$ cat config.mk
export PLATFORM = sky130hd
export DESIGN_NAME = and_array
export DESIGN_NICKNAME = d
export VERILOG_FILES = /design/src/rtl/and_array_pkg.sv /design/src/rtl/and_term.sv /design/src/rtl/and_array.sv
export SDC_FILE = /design/constraint.sdc
export NUM_CORES = 1
export LEC_CHECK = 0
export CAP_MARGIN = 20
export CORE_AREA = 2 2 39 41
export DETAILED_ROUTE_END_ITERATION = 7
export DIE_AREA = 0 0 41 43
export PLACE_DENSITY = 0.65
export RECOVER_POWER = 25
export SKIP_CTS_REPAIR_TIMING = 1
export SLEW_MARGIN = 20
export SYNTH_ARGS = -nofsm -noshare
export SYNTH_HDL_FRONTEND = slang
export SYNTH_HIERARCHICAL = 1
export SYNTH_SLANG_ARGS = --single-unit
$ cat constraint.sdc
create_clock -name clk -period 0.8 [get_ports clk]
set_input_delay 0.16 -clock clk [delete_from_list [all_inputs] [get_ports clk]]
set_output_delay 0.16 -clock clk [all_outputs]
set_load 0.05 [all_outputs]
$ cat src/rtl/and_array_pkg.sv
// Shared constants and helpers for the programmable AND array.
// Optional feature macro: AND_ARRAY_COMPLEMENT_EN (adds complement literals).
package and_array_pkg;

    localparam int NUM_INPUTS_DEF = 4;
    localparam int SIZE_DEF       = 4;
    localparam int MAX_WIDTH      = 32;

    // Bit offset of term `term` inside a flattened per-term mask vector.
    function automatic int slice_base(input int term, input int width);
        return term * width;
    endfunction

endpackage

$ cat src/rtl/and_term.sv
// One combinational product term: ANDs every selected true literal (and,
// when AND_ARRAY_COMPLEMENT_EN is defined, every selected complement
// literal). A term with an empty mask is disabled and returns 0.
module and_term #(
    parameter int NUM_INPUTS = 4
) (
    input  logic [NUM_INPUTS-1:0] in_bits,
    input  logic [NUM_INPUTS-1:0] mask,
`ifdef AND_ARRAY_COMPLEMENT_EN
    input  logic [NUM_INPUTS-1:0] mask_n,
`endif
    output logic                  result
);

    logic any_sel;
    logic true_and;
    logic comp_and;

    // Unselected bits are forced to 1 before the reduction, so an X on an
    // unselected input can never reach the result.
    assign true_and = &(in_bits | ~mask);

`ifdef AND_ARRAY_COMPLEMENT_EN
    assign comp_and = &(~in_bits | ~mask_n);
    assign any_sel  = |{mask, mask_n};
`else
    assign comp_and = 1'b1;
    assign any_sel  = |mask;
`endif

    assign result = any_sel & true_and & comp_and;

endmodule

$ cat src/rtl/and_array.sv
// Programmable AND plane: SIZE independent product terms over NUM_INPUTS
// literals, each result registered with one cycle of latency.
// Optional feature macro: AND_ARRAY_COMPLEMENT_EN (adds port sel_n).
module and_array
    import and_array_pkg::*;
#(
    parameter int NUM_INPUTS = NUM_INPUTS_DEF,
    parameter int SIZE       = SIZE_DEF
) (
    input  logic                       clk,
    input  logic                       rst_n,
    input  logic [NUM_INPUTS-1:0]      in_bits,
    input  logic [SIZE*NUM_INPUTS-1:0] sel,
`ifdef AND_ARRAY_COMPLEMENT_EN
    input  logic [SIZE*NUM_INPUTS-1:0] sel_n,
`endif
    output logic [SIZE-1:0]            out
);

    logic [SIZE-1:0] term_val;

    for (genvar j = 0; j < SIZE; j++) begin : g_term
        and_term #(
            .NUM_INPUTS(NUM_INPUTS)
        ) u_term (
            .in_bits(in_bits),
            .mask   (sel[slice_base(j, NUM_INPUTS) +: NUM_INPUTS]),
`ifdef AND_ARRAY_COMPLEMENT_EN
            .mask_n (sel_n[slice_base(j, NUM_INPUTS) +: NUM_INPUTS]),
`endif
            .result (term_val[j])
        );
    end

    // Register all term results; reset clears them asynchronously.
    always_ff @(posedge clk or negedge rst_n) begin
        if (!rst_n) begin
            out <= '0;
        end else begin
            // NOTE: non-blocking assignment keeps every flop sampling the pre-edge value.
            out <= term_val;
        end
    end

endmodule

After elaboration in Yosys (flattened, before gate mapping):

Index checks and enable logic that the tools add are counted.

* bits in registers: 4
* logic and storage cells: 21
* output and inout port bits: 4
* input port bits: 22

* bitwise operators: 12
* reduce and logical (&&, ||, !) cells: 8

Operators by type and width (number)
* $not 4->4: 4
* $or 4x4->4: 4
* $reduce_and 4->1: 4
* $reduce_or 4->1: 4
* $and 1x1->1: 4

Logic depth before layout (Yosys ltp):

Gate-level depths: netlist of the first run.

* depth after elaboration: 4
* gate-level depth with buffers: 3
* mapped depth without buffers: 3

Cells and area by module:

The synthesis of the first run kept the hierarchy.

Modules (own cells, without submodules)
* and_term: area an instance 38.8 um^2, cells an instance 8, times used 4, sequential area each 0.0 um^2
* and_array: area an instance 100.1 um^2, cells an instance 4, times used 1, sequential area each 100.1 um^2

Least setup slack after synthesis of the first run:

Ideal clock, no wire load.

* path type: reg-to-output
* start: reg out[0]
* end: out out[0]
* data arrival time: 0.586 ns
* path buffers: 0
* data required time: 0.640 ns
* path slack: 0.054 ns
* cell stages (with the launch flop): 1
* cell sequence: dfrtp_1

RTL lines
* from (decl): line and_array.sv:17 `output logic [SIZE-1:0] out`
* from (signal assigned): line and_array.sv:41 `out <= term_val;`

No word-level cell between the ends.

Worst setup path in the final report of the first run:

* start: reg out[0]
* end: out out[0]

No word-level cell between the ends.

==> impl_metrics.toml, run 1 <==
[timing]
slew_headroom_pct = 83.8
layout_min_cycle_time_ns = 0.924
worst_slack_ns = -0.124
hold-worst-slack_ns = 0.203
tns_ns = -0.543
worst_pin_slew_ns = 0.243
finalHoldViolations = 0
setup_viol = 6
max_clock_freq_ghz = 1.08
slew_viol_final = 0
rsz0062_at_grt = "yes"
finalCritPeriodShare_pct = 115

[worst_setup_path]
criticalPathCategory = "reg -> out"
crit_chain = "buf_12"
crit_buf_inv = 1
cp-end-kind = "primary output"
slowest_stage = "dfrtp_1"
cp-start-kind = "flop"
crit_fanout = 1
critPathTopFamily = "flip-flops"
cp.required_ns = 0.64
cpPeakStageDelay_ns = 0.38
crit_arrival_ns = 0.76

[layout]
layout_commonest_cell = "inv_1"
nets = 88
finalNonFillerCells = 80
nFillCells = 133
largest_registers = "out (4)"
drive_above_1_share_pct = 25.0
multi_input_area_sq_um = 151
largest_register = "out"
final_cell_mix = "inv_1, dlymetal6s2s_1, clkdlybuf4s50_1"
syn_to_final_growth_pct = 166
final_util_pct = 49.1
largest_reg_flops = 4
regArea_sq_um = 100
diodes = 0

[clock_network]
path_clk_slew_ns = 0.04
htreeDepth = 1
root_buffer = "clkbuf_4"
cts.path.max_buffers = 2
cts.sinks = 4
cts_tree = "yes"
cts_buffers = 3

[power_and_ir_drop]
total_leakage_power_nw = 0.427
power.density_nw_per_um2 = 1190
p_total_w = 0.000810
ir_drop_uv = 460

[floorplanning]
coreArea_sq_um = 1380
die_width_um = 41
io_pins = 26
initial_core_util_pct = 18.4
die_h_um = 43
rows = 14
dieArea_sq_um = 1760

[logic_synthesis]
syn_area_sq_um = 255
yosysSeqAreaShare_pct = 39.2
syn_inst = 36
synth-seq-cells = 4
synth_nets = 58
yosysUniqueCellTypes = 5
yosys_warnings = 6
avgSynthCellArea_sq_um = 7.09

[global_routing]
grt_use_total_pct = 9.15
grt_pass1_vias = 317
grt_overflow_total = 0
gr-usage-met1_pct = 10.3
grt.busiest_layer = "met2"
antenna_found_initial = 0
gr-usage-met3_pct = 1.57
grt_pass1_wl_um = 1090
grt_start_max_net_pins = 5
grt_use_met2_pct = 14.7

[placement]
port-buffer-count = 25
place_hpwl_um = 600
gp_congestion = 0.579
placedCellCount = 77

[outcome]
status = "finished, violations left"
violations = "negative setup slack"

[job]
maxCapViolations = 0

[drt]
vias_per_cell = 4.45
post_drt_wl_per_cell_um = 9.88
drt_iter0_markers = 3
dr_total_vias = 356
drtPass1Iterations = 4
final_antenna_net_count = 0
drt_wl_total_um = 790
drc_errors = 0

[worst_hold_path]
min_path_type = "in -> async"
synthesized netlist by cell type:
| library cell | number | area [sq um] |
|---|---|---|
| o22ai_1 | 8 | 50.1 |
| nor4_1 | 4 | 25.0 |
| inv_1 | 16 | 60.1 |
| dfrtp_1 | 4 | 100 |
| nor3_1 | 4 | 20.0 |
metrics by stage:
step | setup slack [ns] | cell area (sq um)
final | -0.124 | 679
after global placement | -0.326 | 566
after detailed placement | -0.309 | 566
after floorplan | 0.0541 | 255
after CTS | -0.133 | 588
after global routing | -0.142 | 679
layout make-up:
| cell class | instances | area share, % |
|---|---|---|
| clock buffer | 3 | 3.31 |
| timing repair buffer | 25 | 47.9 |
| sequential | 4 | 14.7 |
| multi-input combinational | 16 | 22.3 |
| tap | 16 | 2.95 |
| inverter | 16 | 8.84 |
worst max-delay path by stage:
stage                          start  endpoint  slack, ns  cells after the start
final                         out[0]    out[0]      -0.12                      1
after global routing          out[1]    out[1]      -0.14                      1
after CTS                     out[0]    out[0]      -0.13                      1
after detailed placement  in_bits[0]    out[2]      -0.31                      3
after global placement    in_bits[1]    out[2]      -0.33                      3
after floorplan               out[0]    out[0]       0.05                      0
power by group:
| group | leakage (nW) | switching (W) | internal [W] |
|---|---|---|---|
| Clock | 0.0138 | 0.0000707 | 0.000167 |
| Sequential | 0.0507 | 0.0000139 | 0.000222 |
| Combinational | 0.363 | 0.000150 | 0.000188 |
cells by family after synthesis:
| logic type | after synthesis | share of synthesized area (%) |
|---|---|---|
| compound gates | 8 | 19.6 |
| buf+inv | 16 | 23.5 |
| flops | 4 | 39.2 |
| simple gates | 8 | 17.6 |
per-layer routing:
metal	vias to the layer above	routed length (um)
met2	22	388
met3	0	88
met4	0	0
met5	-	0
met1	157	313
li1	177	-
Power figures use the tool's default switching activity.
==> inputs of run 2 (changes only) <==
- REMOVE_ABC_BUFFERS: unset -> 1
==> results of run 2 <==
Same layout as run 1: the final DEF is identical, and so are final timing and power.
